`config.mk`:
```
export PLATFORM = sky130hd
export DESIGN_NAME = asrv32_lsu_flat
export DESIGN_NICKNAME = d
export VERILOG_FILES = /design/src/rtl/asrv32_lsu_pkg.sv /design/src/rtl/asrv32_lsu_if.sv /design/src/rtl/asrv32_lsu_align.sv /design/src/rtl/asrv32_lsu.sv /design/src/flat_wrapper.sv
export SDC_FILE = /design/constraint.sdc
export NUM_CORES = 1
export LEC_CHECK = 0
export CORE_ASPECT_RATIO = 1.1
export CORE_MARGIN = 2
export CORE_UTILIZATION = 41
export CTS_CLUSTER_SIZE = 40
export DETAILED_ROUTE_END_ITERATION = 8
export GPL_TIMING_DRIVEN = 1
export PLACE_DENSITY = 0.73
export SYNTH_ARGS = -nofsm -noshare
export SYNTH_HDL_FRONTEND = slang
export SYNTH_HIERARCHICAL = 1
export SYNTH_SLANG_ARGS = --single-unit
```
`constraint.sdc`:
```
create_clock -name i_clk -period 4.1 [get_ports i_clk]
set_input_delay 0.82 -clock i_clk [delete_from_list [all_inputs] [get_ports i_clk]]
set_output_delay 0.82 -clock i_clk [all_outputs]
set_load 0.03 [all_outputs]
```
`src/rtl/asrv32_lsu_pkg.sv`:
```
// rtl/asrv32_lsu_pkg.sv - shared LSU state encoding, width codes and byte-mask constants
package asrv32_lsu_pkg;

    typedef enum logic [1:0] {
        ST_IDLE  = 2'd0,
        ST_REQ   = 2'd1,
        ST_DONE  = 2'd2,
        ST_FAULT = 2'd3
    } lsu_state_e;

    localparam logic [1:0] W_BYTE   = 2'b00;
    localparam logic [1:0] W_HALF   = 2'b01;
    localparam logic [1:0] W_WORD   = 2'b10;
    localparam logic [1:0] W_DOUBLE = 2'b11;

    localparam logic [7:0] MASK_BYTE   = 8'h01;
    localparam logic [7:0] MASK_HALF   = 8'h03;
    localparam logic [7:0] MASK_WORD   = 8'h0F;
    localparam logic [7:0] MASK_DOUBLE = 8'hFF;

    function automatic logic [7:0] size_mask(input logic [1:0] w);
        case (w)
            W_BYTE:  return MASK_BYTE;
            W_HALF:  return MASK_HALF;
            W_WORD:  return MASK_WORD;
            default: return MASK_DOUBLE;
        endcase
    endfunction

endpackage

```
`src/rtl/asrv32_lsu_if.sv`:
```
// rtl/asrv32_lsu_if.sv - LSU to memory request/response bus
interface asrv32_lsu_if #(
    parameter int XLEN = 32
);
    localparam int NBYTES = XLEN / 8;

    logic              o_mem_req;
    logic              o_mem_we;
    logic [XLEN-1:0]   o_mem_addr;
    logic [XLEN-1:0]   o_mem_wdata;
    logic [NBYTES-1:0] o_mem_wmask;
    logic              i_mem_ack;
    logic [XLEN-1:0]   i_mem_rdata;

    modport master (
        output o_mem_req, o_mem_we, o_mem_addr, o_mem_wdata, o_mem_wmask,
        input  i_mem_ack, i_mem_rdata
    );

    modport slave (
        input  o_mem_req, o_mem_we, o_mem_addr, o_mem_wdata, o_mem_wmask,
        output i_mem_ack, i_mem_rdata
    );

endinterface

```
`src/rtl/asrv32_lsu_align.sv`:
```
// rtl/asrv32_lsu_align.sv - lane alignment: store mask/data shift, load extract/extend, misalignment
module asrv32_lsu_align
    import asrv32_lsu_pkg::*;
#(
    parameter  int XLEN      = 32,
    localparam int NBYTES    = XLEN / 8,
    localparam int LANE_BITS = $clog2(NBYTES)
) (
    input  logic [2:0]           i_funct3,
    input  logic [LANE_BITS-1:0] i_lane,
    input  logic [XLEN-1:0]      i_rs2,
    input  logic [XLEN-1:0]      i_rdata,
    output logic [NBYTES-1:0]    o_wmask,
    output logic [XLEN-1:0]      o_wdata,
    output logic [XLEN-1:0]      o_load_data,
    output logic                 o_misaligned
);

    logic [1:0]      w;
    logic [3:0]      lane_ext;
    logic [3:0]      align_bits;
    logic [15:0]     mask_sh;
    logic [XLEN-1:0] shifted;
    logic [XLEN-1:0] keep;
    logic [6:0]      nbits;
    logic            sbit;

    assign w = i_funct3[1:0];

    always_comb begin
        lane_ext     = 4'(i_lane);
        align_bits   = (4'd1 << w) - 4'd1;
        o_misaligned = |(lane_ext & align_bits);

        mask_sh = {8'h00, size_mask(w)} << i_lane;
        o_wmask = mask_sh[NBYTES-1:0];
        o_wdata = i_rs2 << {i_lane, 3'b000};

        // keep covers the accessed bytes; a shift of nbits >= XLEN leaves all ones
        shifted = i_rdata >> {i_lane, 3'b000};
        nbits   = 7'd8 << w;
        keep    = ~({XLEN{1'b1}} << nbits);
        case (w)
            W_BYTE:  sbit = shifted[7];
            W_HALF:  sbit = shifted[15];
            W_WORD:  sbit = shifted[31];
            default: sbit = shifted[XLEN-1];
        endcase
        o_load_data = (shifted & keep) | (~keep & {XLEN{sbit & ~i_funct3[2]}});
    end

endmodule

```
`src/rtl/asrv32_lsu.sv`:
```
// rtl/asrv32_lsu.sv - single-outstanding load/store unit with fault detection and ack timeout
module asrv32_lsu
    import asrv32_lsu_pkg::*;
#(
    parameter int XLEN           = 32,
    parameter int TIMEOUT_CYCLES = 255
) (
    input  logic            i_clk,
    input  logic            i_rst_n,
    input  logic            i_start,
    input  logic            i_is_store,
    input  logic [2:0]      i_funct3,
    input  logic [XLEN-1:0] i_addr,
    input  logic [XLEN-1:0] i_rs2_data,
    output logic            o_busy,
    output logic            o_done,
    output logic [XLEN-1:0] o_load_data,
    output logic            o_misaligned,
    output logic            o_illegal,
    output logic            o_timeout,
    asrv32_lsu_if.master    mem
);

    localparam int          NBYTES    = XLEN / 8;
    localparam int          LANE_BITS = $clog2(NBYTES);
    localparam logic [15:0] CNT_LAST  = 16'(TIMEOUT_CYCLES - 1);

    lsu_state_e           state_q, state_d;
    logic [15:0]          cnt_q, cnt_d;
    logic                 is_store_q, is_store_d;
    logic [2:0]           funct3_q, funct3_d;
    logic [LANE_BITS-1:0] lane_q, lane_d;
    logic                 mem_req_q, mem_req_d;
    logic                 mem_we_q, mem_we_d;
    logic [XLEN-1:0]      mem_addr_q, mem_addr_d;
    logic [XLEN-1:0]      mem_wdata_q, mem_wdata_d;
    logic [NBYTES-1:0]    mem_wmask_q, mem_wmask_d;
    logic                 busy_q, busy_d;
    logic                 done_q, done_d;
    logic                 mis_q, mis_d;
    logic                 ill_q, ill_d;
    logic                 tmo_q, tmo_d;
    logic [XLEN-1:0]      load_data_q, load_data_d;

    logic [2:0]           a_funct3;
    logic [LANE_BITS-1:0] a_lane;
    logic [NBYTES-1:0]    a_wmask;
    logic [XLEN-1:0]      a_wdata;
    logic [XLEN-1:0]      a_load;
    logic                 a_mis;
    logic                 illegal;

    // IDLE aligns the incoming request; REQ reuses the captured size/lane for the load return
    assign a_funct3 = (state_q == ST_IDLE) ? i_funct3 : funct3_q;
    assign a_lane   = (state_q == ST_IDLE) ? i_addr[LANE_BITS-1:0] : lane_q;
    assign illegal  = ((i_funct3[1:0] == W_DOUBLE) && (XLEN == 32)) || (i_funct3 == 3'b111);

    asrv32_lsu_align #(.XLEN(XLEN)) u_align (
        .i_funct3     (a_funct3),
        .i_lane       (a_lane),
        .i_rs2        (i_rs2_data),
        .i_rdata      (mem.i_mem_rdata),
        .o_wmask      (a_wmask),
        .o_wdata      (a_wdata),
        .o_load_data  (a_load),
        .o_misaligned (a_mis)
    );

    always_comb begin
        state_d     = state_q;
        cnt_d       = cnt_q;
        is_store_d  = is_store_q;
        funct3_d    = funct3_q;
        lane_d      = lane_q;
        mem_req_d   = mem_req_q;
        mem_we_d    = mem_we_q;
        mem_addr_d  = mem_addr_q;
        mem_wdata_d = mem_wdata_q;
        mem_wmask_d = mem_wmask_q;
        busy_d      = busy_q;
        load_data_d = load_data_q;
        done_d      = 1'b0;
        mis_d       = 1'b0;
        ill_d       = 1'b0;
        tmo_d       = 1'b0;

        case (state_q)
            ST_IDLE: begin
                if (i_start) begin
                    is_store_d = i_is_store;
                    funct3_d   = i_funct3;
                    lane_d     = i_addr[LANE_BITS-1:0];
                    cnt_d      = 16'd0;
                    busy_d     = 1'b1;
                    if (illegal || a_mis) begin
                        state_d = ST_FAULT;
                        done_d  = 1'b1;
                        ill_d   = illegal;
                        mis_d   = ~illegal;
                    end else begin
                        state_d     = ST_REQ;
                        mem_req_d   = 1'b1;
                        mem_we_d    = i_is_store;
                        mem_addr_d  = {i_addr[XLEN-1:LANE_BITS], {LANE_BITS{1'b0}}};
                        mem_wdata_d = a_wdata;
                        mem_wmask_d = a_wmask;
                    end
                end
            end
            ST_REQ: begin
                // ack on the final counted cycle still completes successfully
                if (mem.i_mem_ack || (cnt_q == CNT_LAST)) begin
                    state_d   = ST_DONE;
                    done_d    = 1'b1;
                    tmo_d     = ~mem.i_mem_ack;
                    mem_req_d = 1'b0;
                    mem_we_d  = 1'b0;
                    cnt_d     = 16'd0;
                    if (mem.i_mem_ack && !is_store_q) begin
                        load_data_d = a_load;
                    end
                end else begin
                    cnt_d = cnt_q + 16'd1;
                end
            end
            default: begin
                state_d = ST_IDLE;
                busy_d  = 1'b0;
            end
        endcase
    end

    always_ff @(posedge i_clk or negedge i_rst_n) begin
        if (!i_rst_n) begin
            state_q     <= ST_IDLE;
            cnt_q       <= 16'd0;
            is_store_q  <= 1'b0;
            funct3_q    <= 3'd0;
            lane_q      <= '0;
            mem_req_q   <= 1'b0;
            mem_we_q    <= 1'b0;
            mem_addr_q  <= '0;
            mem_wdata_q <= '0;
            mem_wmask_q <= '0;
            busy_q      <= 1'b0;
            done_q      <= 1'b0;
            mis_q       <= 1'b0;
            ill_q       <= 1'b0;
            tmo_q       <= 1'b0;
            load_data_q <= '0;
        end else begin
            state_q     <= state_d;
            cnt_q       <= cnt_d;
            is_store_q  <= is_store_d;
            funct3_q    <= funct3_d;
            lane_q      <= lane_d;
            mem_req_q   <= mem_req_d;
            mem_we_q    <= mem_we_d;
            mem_addr_q  <= mem_addr_d;
            mem_wdata_q <= mem_wdata_d;
            mem_wmask_q <= mem_wmask_d;
            busy_q      <= busy_d;
            done_q      <= done_d;
            mis_q       <= mis_d;
            ill_q       <= ill_d;
            tmo_q       <= tmo_d;
            load_data_q <= load_data_d;
        end
    end

    assign o_busy          = busy_q;
    assign o_done          = done_q;
    assign o_load_data     = load_data_q;
    assign o_misaligned    = mis_q;
    assign o_illegal       = ill_q;
    assign o_timeout       = tmo_q;
    assign mem.o_mem_req   = mem_req_q;
    assign mem.o_mem_we    = mem_we_q;
    assign mem.o_mem_addr  = mem_addr_q;
    assign mem.o_mem_wdata = mem_wdata_q;
    assign mem.o_mem_wmask = mem_wmask_q;

endmodule

```
`src/flat_wrapper.sv`:
```
// flat-port wrapper written by rule: the top's interface ports become plain ports
module asrv32_lsu_flat import asrv32_lsu_pkg::*;
#(
    parameter int XLEN           = 32,
    parameter int TIMEOUT_CYCLES = 255
)
  (i_clk, i_rst_n, i_start, i_is_store, i_funct3, i_addr, i_rs2_data, o_busy, o_done, o_load_data, o_misaligned, o_illegal, o_timeout, mem_o_mem_req, mem_o_mem_we, mem_o_mem_addr, mem_o_mem_wdata, mem_o_mem_wmask, mem_i_mem_ack, mem_i_mem_rdata);
  asrv32_lsu_if #(.XLEN(XLEN)) mem_i ();
  input  logic i_clk;
  input  logic i_rst_n;
  input  logic i_start;
  input  logic i_is_store;
  input  logic [2:0] i_funct3;
  input  logic [XLEN-1:0] i_addr;
  input  logic [XLEN-1:0] i_rs2_data;
  output logic o_busy;
  output logic o_done;
  output logic [XLEN-1:0] o_load_data;
  output logic o_misaligned;
  output logic o_illegal;
  output logic o_timeout;
  output wire logic [$bits(mem_i.o_mem_req)-1:0] mem_o_mem_req;
  output wire logic [$bits(mem_i.o_mem_we)-1:0] mem_o_mem_we;
  output wire logic [$bits(mem_i.o_mem_addr)-1:0] mem_o_mem_addr;
  output wire logic [$bits(mem_i.o_mem_wdata)-1:0] mem_o_mem_wdata;
  output wire logic [$bits(mem_i.o_mem_wmask)-1:0] mem_o_mem_wmask;
  input wire logic [$bits(mem_i.i_mem_ack)-1:0] mem_i_mem_ack;
  input wire logic [$bits(mem_i.i_mem_rdata)-1:0] mem_i_mem_rdata;
  assign mem_o_mem_req = mem_i.o_mem_req;
  assign mem_o_mem_we = mem_i.o_mem_we;
  assign mem_o_mem_addr = mem_i.o_mem_addr;
  assign mem_o_mem_wdata = mem_i.o_mem_wdata;
  assign mem_o_mem_wmask = mem_i.o_mem_wmask;
  assign mem_i.i_mem_ack = mem_i_mem_ack;
  assign mem_i.i_mem_rdata = mem_i_mem_rdata;
  asrv32_lsu #(.XLEN(XLEN), .TIMEOUT_CYCLES(TIMEOUT_CYCLES)) u_core (.i_clk(i_clk), .i_rst_n(i_rst_n), .i_start(i_start), .i_is_store(i_is_store), .i_funct3(i_funct3), .i_addr(i_addr), .i_rs2_data(i_rs2_data), .o_busy(o_busy), .o_done(o_done), .o_load_data(o_load_data), .o_misaligned(o_misaligned), .o_illegal(o_illegal), .o_timeout(o_timeout), .mem(mem_i));
endmodule
```
# Word level (Yosys, flattened, before mapping)
# Cells that the tools add are included.
# totals
reg_bits	129
in_bits	104
wordCells	93
# op_classes
add_sub_neg	2
n_eq_ne	9
n_shift	6
n_mux	32
n_bitwise	12
n_reduce_logical	16
# ops
cell	n
AND 32 bit	2
inverter 32 bit	2
2-to-1 mux 16 bit	2
OR 32 bit	1
one-hot mux 16 bit (2 select lines)	1
<< shifter 32 x 5 -> 32 bit	1
<< shifter 32 x 7 -> 32 bit, first input constant	1
>> shifter 32 x 5 -> 32 bit	1
one-hot mux 8 bit (3 select lines)	1
2-to-1 mux 1 bit	17
adder 16 x 1 -> 16 bit, second input constant	1
equality test 16 x 8 -> 1 bit, second input constant	1
one-hot mux 1 bit (2 select lines)	5
2-to-1 mux 2 bit	4
AND reduction 2 bit	4
<< shifter 8 x 2 -> 4 bit	1
<< shifter 4 x 2 -> 7 bit, first input constant	1
AND reduction 3 bit	2
inverter 1 bit	5
AND 2 x 4 -> 4 bit	1
equality test 2 x 1 -> 1 bit, second input constant	2
equality test 2 bit, second input constant	2
zero test 2 bit	2
inequality test 2 bit, second input constant	2
other kinds (13)	15

# Longest topological paths before layout
# Gate-level depths: netlist (run 1).
# logic_depth
word_depth	10
ltp_mapped	12
ltp_nobuf	11

# Cells and area by module
# Netlist (run 1), hierarchy kept.
# by_module_without_submodules
mod	instances	cells_each	area_each_um2	seq_area_each_um2
asrv32_lsu	1	375	5188.7	3228.1
asrv32_lsu_align	1	202	1244.9	0.0

# Worst setup path before layout (run 1)
# No wires, ideal clock.
# synth_path
path_type	register to register
from	reg u_core.state_q[0]
to	reg u_core.mem_addr_q[10], in the netlist u_core/mem.o_mem_addr[10]
setup_time_ps	125
arrival_ps	3140
path_slack_ps	835
path_stages_with_launch	13
path_buffers	2
synth_period_minus_slack_ps	3265
path_cell_list	dfrtp_1 -> nor2_1 -> mux2_2 -> nor2_1 -> inv_1 -> ha_1 -> inv_1 -> a22o_1 -> a21oi_1 -> nand2_1 -> clkbuf_1 -> buf_2 -> mux2_2
# synth_via
elab_chain_cells	9
# synth_lines
element	line	rtl
start: declaration	asrv32_lsu.sv:28	lsu_state_e state_q, state_d;
start signal: assignment	asrv32_lsu.sv:152	state_q <= state_d;
zero test 2 bit	asrv32_lsu.sv:54	assign a_funct3 = (state_q == ST_IDLE) ? i_funct3 : funct3_q;
2-to-1 mux 3 bit	asrv32_lsu.sv:54	
named net u_core.a_funct3[0]	asrv32_lsu.sv:45	logic [2:0] a_funct3;
<< shifter 1 x 2 -> 4 bit	asrv32_lsu_align.sv:32	align_bits = (4'd1 << w) - 4'd1;
subtractor 4 x 1 -> 4 bit	asrv32_lsu_align.sv:32	
AND 2 x 4 -> 4 bit	asrv32_lsu_align.sv:33	o_misaligned = |(lane_ext & align_bits);
OR reduction 4 bit	asrv32_lsu_align.sv:33	
named net u_core.a_mis	asrv32_lsu.sv:50	logic a_mis;
logical OR 1 bit	asrv32_lsu.sv:95	if (illegal || a_mis) begin
inverter 1 bit (no line)	n/a	
AND reduction 3 bit (no line)	n/a	
end signal: assignment	asrv32_lsu.sv:159	mem_addr_q <= mem_addr_d;
end: declaration	asrv32_lsu.sv:35	logic [XLEN-1:0] mem_addr_q, mem_addr_d;
# The timed path passes the listed nets, and every way through them passes these cells.
# A chain may end at the register's enable or synchronous reset.

# Final worst setup path (run 1)
# layout_path
from	in i_funct3[0]
to	reg u_core.mem_wdata_q[6], in the netlist u_core/mem.o_mem_wdata[6]
# layout_via
elab_chain_cells	8
# layout_lines
element	line	rtl
start: declaration	flat_wrapper.sv:13	input logic [2:0] i_funct3;
2-to-1 mux 3 bit	asrv32_lsu.sv:54	
named net u_core.a_funct3[0]	asrv32_lsu.sv:45	
<< shifter 1 x 2 -> 4 bit	asrv32_lsu_align.sv:32	
subtractor 4 x 1 -> 4 bit	asrv32_lsu_align.sv:32	
AND 2 x 4 -> 4 bit	asrv32_lsu_align.sv:33	
OR reduction 4 bit	asrv32_lsu_align.sv:33	
named net u_core.a_mis	asrv32_lsu.sv:50	
logical OR 1 bit	asrv32_lsu.sv:95	
inverter 1 bit (no line)	n/a	
AND reduction 3 bit (no line)	n/a	
end signal: assignment	asrv32_lsu.sv:160	mem_wdata_q <= mem_wdata_d;
end: declaration	asrv32_lsu.sv:36	logic [XLEN-1:0] mem_wdata_q, mem_wdata_d;
# The timed path passes the listed nets, and every way through them passes these cells.

==> impl_metrics.tcl, run 1 <==
set metrics [dict create \
    p_comb_share_pct 53.9 \
    grt-ovfl-total 0 \
    p_int_mw 4.86 \
    num_vias 5391 \
    maxSlewHeadroom_pct 32.3 \
    drc 0 \
    antenna_found_initial 0 \
    synth_edf_count 0 \
    power_density_nw_per_um2 878 \
    grt_use_total_pct 21.7 \
    layout_common_cells "clkdlybuf4s50_1 (207), dfrtp_1 (129), mux2_2 (101)" \
    routed_wirelength_um 18000 \
    insertion_delay_ns 0.42 \
    p_sw_mw 3.35 \
    cts_max_level 4 \
    crit_family "buffers and inverters" \
    fp-row-count 48 \
    synth_area_leaders "dfrtp_1 (50%), mux2_2 (18%), mux2i_1 (5.3%), nand2_1 (3.5%), o21ai_0 (2.6%)" \
    cts_inserted_buffers 17 \
    fin_util_pct 60.3 \
    status "complete, no violations" \
    n_antenna_cell 0 \
    rsz0062_at_grt "no" \
    drv_cap 0 \
    start_util_pct 41.5 \
    ys_ff_latch 129 \
    vias_per_cell 5.41 \
    crit_buf_inv 4 \
    clkTransAtPathRegs_ns 0.05 \
    die_y_um 135 \
    drive_gt1_share_pct 19.7 \
    syn_inst 577 \
    setup_slack_ns 0.736 \
    grt_first_pass_wirelength_um 27900 \
    die_w_um 123 \
    syn_avg_cell_area_um2 11.2 \
    io_buffers 208 \
    cts_setup_buffers 0 \
    coreArea_um2 15500 \
    drt_iter0_drc 207 \
    crit_slowest_cell "buf_4" \
    dr.pass1.iters 5 \
    grt_max_degree 73 \
    total_power_mw 8.21 \
    leakage_nw 4.01 \
    end_kind "flop" \
    cts.sinks 129 \
    synth_cell_types 55 \
    whs_ns 0.486 \
    start_kind "input port" \
    p_clk_share_pct 20.1 \
    max_stage_delay_ns 0.67 \
    cts-root-buf "clkbuf_16" \
    fmax_mhz 297 \
    netlist_area_um2 6430 \
    synthFlopType "dfrtp_1" \
    worstPathCellList "clkdlybuf4s50_1, mux2_2, nor2_1, inv_1, ha_1, inv_1, a22o_1, a21oi_1, nand2_2, buf_4, mux2_2" \
    fin_skew_ns 0.00833 \
    final_hold_viol_count 0 \
    p_seq_share_pct 26.0 \
    ctsHoldBuffers 0 \
    hpwlAfterDp_um 12800 \
    finalCritPeriodShare_pct 82.0 \
    preCtsSetupSlack_ns 0.339 \
    cts_resized 0 \
    switching_share_pct 40.8 \
    drv_slew 0 \
    hold_path_class "flop to flop" \
    vdd_drop_max_mv 0.446 \
    cp_max_fo 67 \
    yosysSeqAreaShare_pct 50.2 \
    clock_path_buffers 2 \
    tns_ns 0 \
    required_ns 4.40 \
    io_pins 211 \
    final_common_cell "clkdlybuf4s50_1" \
    cts_tree "done" \
    final_nets 890 \
    antenna_left 0 \
    async_reset_ff_share_pct 100 \
    synth_top_area_cell "dfrtp_1" \
    fin_crit_ns 3.36 \
    worstSetupPathType "input port to flop" \
    setup_violations 0 \
    gp_routability_congestion 0.899 \
    worst_pin_slew_ns 1.01 \
    netlist.area_leader.share_pct 50.2 \
    yosys_warnings 6 \
    wl_per_cell_um 18.1 \
    nFillCells 1291 \
    synthToLayoutAreaGrowth_pct 45.3 \
    cp.arrival_ns 3.66 \
    grt_pass1_vias 5546 \
    die_area_um2 16700 \
]
## cell type report
cell class | instances | area [um^2] | area share [%]
Clock buffer | 23 | 498 | 5.33
Clock inverter | 9 | 151 | 1.62
Inverter | 10 | 37.5 | 0.402
Multi-Input combinational cell | 405 | 3010 | 32.2
Sequential cell | 129 | 3230 | 34.5
Tap cell | 200 | 250 | 2.68
Timing Repair Buffer | 220 | 2170 | 23.2
## flip-flops by register name, indices dropped and copies added, names as in the netlist
name                    cells
u_core/o_load_data         32
u_core/o_done               1
u_core/o_misaligned         1
u_core/mem.o_mem_wmask      4
u_core/funct3_q             3
u_core/mem.o_mem_we         1
u_core/mem.o_mem_req        1
u_core/o_timeout            1
u_core/lane_q               2
u_core/mem.o_mem_addr      30
u_core/o_busy               1
u_core/cnt_q               16
u_core/is_store_q           1
u_core/mem.o_mem_wdata     32
u_core/o_illegal            1
u_core/state_q              2
## worst reg2reg max path, delay by kind of cell (launching register included)
kind,cells,cell delay [ns]
buffers and inverters,4,0.99
multiplexers,2,0.87
flip-flops,1,0.42
AND/OR/NAND/NOR,3,0.34
adder cells (fa/ha/maj),1,0.31
AO/OA/AOI/OAI,2,0.22
## path summary, 6_finish.rpt
kind,endpoint,cells past startpoint,from,slack (ns)
max,u_core/mem.o_mem_wdata[6],11,i_funct3[0],0.74
min,u_core/funct3_q[0],2,u_core/funct3_q[0],0.49
max reg2reg,u_core/mem.o_mem_wdata[6],12,u_core/state_q[0],0.83
min reg2reg,u_core/funct3_q[0],2,u_core/funct3_q[0],0.49
max in group asynchronous,u_core/cnt_q[6],2,i_rst_n,2.54
min in group asynchronous,u_core/mem.o_mem_wdata[24],1,i_rst_n,0.53
## cell families (layout without fill, tap and decap cells)
group	count (synthesis)	count (layout)	share of synthesized area, %
and+or+nand+nor	155	155	12.1
muxes	137	137	23.3
DFF	129	129	50.2
AOI/OAI and AO/OA	105	105	10.1
buffers and inverters	44	262	3.25
adders and majority gates	3	3	0.583
xor gates and xnor gates	3	3	0.408
other	1	2	0.0583
## layer usage
metal	track usage, %	vias to the layer above	part of all wire, %
li1	-	2474	-
met1	25.5	2654	39
met2	36.1	230	50
met3	7.66	33	8.5
met4	8.40	0	1.9
met5	0	-	0
## power groups by stage
stage          logic [mW]  clock network (mW)  registers [mW]
6_report             4.42                1.65            2.14
2_1_floorplan        1.82                   0            3.08
3_3_place_gp         4.32                   0            2.13
5_1_grt              4.70                1.73            2.21
3_5_place_dp         4.41                   0            2.15
4_1_cts              4.44                1.68            2.14
## cell usage after synthesis (all sizes together) (4+ instances only)
library cell / number
nand2b: 4
mux2: 103
o21ai: 36
inv: 10
and2: 8
nand3: 7
nor2: 29
a21oi: 33
a211oi: 17
nand4: 5
buf: 18
mux2i: 34
dfrtp: 129
nor2b: 18
nand2: 60
clkbuf: 16
or4: 6
## through the flow
step                std cells  instance area [um^2]
floorplan                 578                  6440
global route              996                  9350
CTS                       996                  9350
global placement          964                  8700
finish                    996                  9350
detailed placement        964                  8700
(Power assumes the default switching activity.)
==> run 2, diff against run 1 <==
PLACE_DENSITY = 0.75   (was 0.73)
clock period = 2.8 ns   (was 4.1 ns; I/O delays follow)
==> run 2 against run 1 <==
  * Via count shrank 1.8%
  * Utilization grew 1.0 points
  * Non-clock buffer count grew 14
  * Sequential cell count is the same
  * Critical path type unchanged
  * Register-to-register slack lost 0.68 ns
  * Cell count grew 1.4%
==> impl_metrics.tcl, run 2 (same netlist as run 1, synthesis figures left out) <==
set metrics [dict create \
    cts.sinks 129 \
    p_comb_share_pct 55.5 \
    path_common_cell "inv_1" \
    antenna_found_initial 0 \
    cp_max_fo 50 \
    antenna_left 0 \
    crit_slowest_cell "clkdlybuf4s50_1" \
    status "complete, no violations" \
    drt_iter0_drc 269 \
    cts_max_level 4 \
    cts_tree "done" \
    final_nets 904 \
    synthToLayoutAreaGrowth_pct 47.7 \
    final_common_cell "clkdlybuf4s50_1" \
    drv_cap 0 \
    grt_use_total_pct 21.4 \
    setup_violations 0 \
    final_area_um2 9500 \
    routed_wirelength_um 17700 \
    grt-ovfl-total 0 \
    vdd_drop_max_mv 0.793 \
    fp-row-count 48 \
    wl_per_cell_um 17.5 \
    drc 0 \
    worstPathCellList "clkdlybuf4s50_1, mux2_4, nor2_4, inv_1, ha_1, inv_1, a22o_1, a21oi_2, nand2_2, buf_12, mux2_2" \
    grt_pass1_vias 5456 \
    start_util_pct 41.5 \
    ctsHoldBuffers 0 \
    clock_path_buffers 2 \
    end_kind "flop" \
    hpwlAfterDp_um 12900 \
    num_vias 5296 \
    dr.pass1.iters 4 \
    switching_share_pct 40.8 \
    p_seq_share_pct 25.9 \
    place_area_um2 8890 \
    cp.arrival_ns 2.95 \
    die_y_um 135 \
    maxSlewHeadroom_pct 59.6 \
    layout_common_cells "clkdlybuf4s50_1 (207), dfrtp_1 (129), mux2_2 (99)" \
    max_stage_delay_ns 0.51 \
    total_power_mw 12.1 \
    grt_max_degree 64 \
    io_buffers 208 \
    nFillCells 1260 \
    tns_ns 0 \
    worstSetupPathType "input port to flop" \
    p_sw_mw 4.94 \
    insertion_delay_ns 0.42 \
    setup_slack_ns 0.140 \
    preCtsSetupSlack_ns -0.272 \
    multi_input_area_um2 3040 \
    rr_worst_depth 11 \
    drv_slew 0 \
    cts-root-buf "clkbuf_16" \
    reg2reg_to "u_core/mem.o_mem_wdata[9]" \
    grt_first_pass_wirelength_um 27800 \
    die_w_um 123 \
    drive_gt1_share_pct 21.5 \
    power_density_nw_per_um2 1270 \
    start_kind "input port" \
    cts_resized 0 \
    cts_inserted_buffers 17 \
    leakage_nw 4.08 \
    fin_crit_ns 2.66 \
    worst_pin_slew_ns 0.605 \
    p_clk_share_pct 18.6 \
    io_pins 211 \
    hold_path_class "input port to async pin" \
    rsz0062_at_grt "no" \
    required_ns 3.09 \
    fmax_mhz 376 \
    coreArea_um2 15500 \
    finalCritPeriodShare_pct 95.0 \
    die_area_um2 16700 \
    final_hold_viol_count 0 \
    n_antenna_cell 0 \
    fin_skew_ns 0.00939 \
    rrSetupSlack_ns 0.15 \
    clkTransAtPathRegs_ns 0.06 \
    gp_routability_congestion 0.837 \
    vias_per_cell 5.24 \
    p_int_mw 7.15 \
    r2r_start "u_core/state_q[0]" \
    seq_area_um2 3230 \
]
==> run 2: worst max-delay path by stage <==
| stage | from | endpoint | slack, ns |
|---|---|---|---|
| floorplan | u_core/state_q[0] | u_core/mem.o_mem_addr[10] | 0.003 |
| global placement | i_funct3[0] | u_core/mem.o_mem_wdata[24] | -0.21 |
| detailed placement | i_funct3[0] | u_core/mem.o_mem_wdata[9] | -0.27 |
| CTS | u_core/state_q[0] | u_core/mem.o_mem_wdata[9] | 0.16 |
| global route | u_core/state_q[0] | u_core/mem.o_mem_wdata[26] | 0.03 |
| finish | i_funct3[0] | u_core/mem.o_mem_wdata[9] | 0.14 |
==> run 2: cell type report <==
class | count | share of cell area (%)
sequential | 129 | 34.0
multi-input combinational | 405 | 32.0
timing repair buffer | 234 | 24.6
clock buffer | 20 | 4.70
tap | 200 | 2.63
clock inverter | 12 | 1.66
inverter | 10 | 0.395
==> run 2: critical path: cells and delay by family <==
kind,cells,cell delay (ns)
buf+inv,4,0.81
mux,2,0.64
compound gates,2,0.41
fa+ha+maj,1,0.27
simple gates,2,0.22
==> run 2: repair_timing <==
item / CTS / global route
setup endpoints to repair: 0 / 8
buffers inserted: 0 / 1
endpoints found under the hold margin: 0 / 0
==> run 2: per-stage QoR <==
stage	std cells	utilization (%)	hold WS (ns)
3_5_place_dp	977	57.4	0.468
5_1_grt	1010	61.3	0.0732
3_3_place_gp	977	57.4	0.456
4_1_cts	1009	61.3	0.0658
6_report	1010	61.3	0.0569
2_1_floorplan	578	-	0.264
==> run 2: power by group through the flow <==
| stage | logic [mW] | clock network (mW) | registers [mW] |
|---|---|---|---|
| finish | 6.71 | 2.25 | 3.14 |
| floorplan | 2.71 | 0 | 4.52 |
| global placement | 6.55 | 0 | 3.12 |
| global route | 7.14 | 2.39 | 3.24 |
| detailed placement | 6.69 | 0 | 3.17 |
| CTS | 6.73 | 2.30 | 3.14 |
==> run 2: per-layer routing <==
layer,part of all wire (%),track usage (%)
met4,2.0,8.33
met5,0,0
met3,6.1,5.01
met1,42,25.9
met2,50,36.7
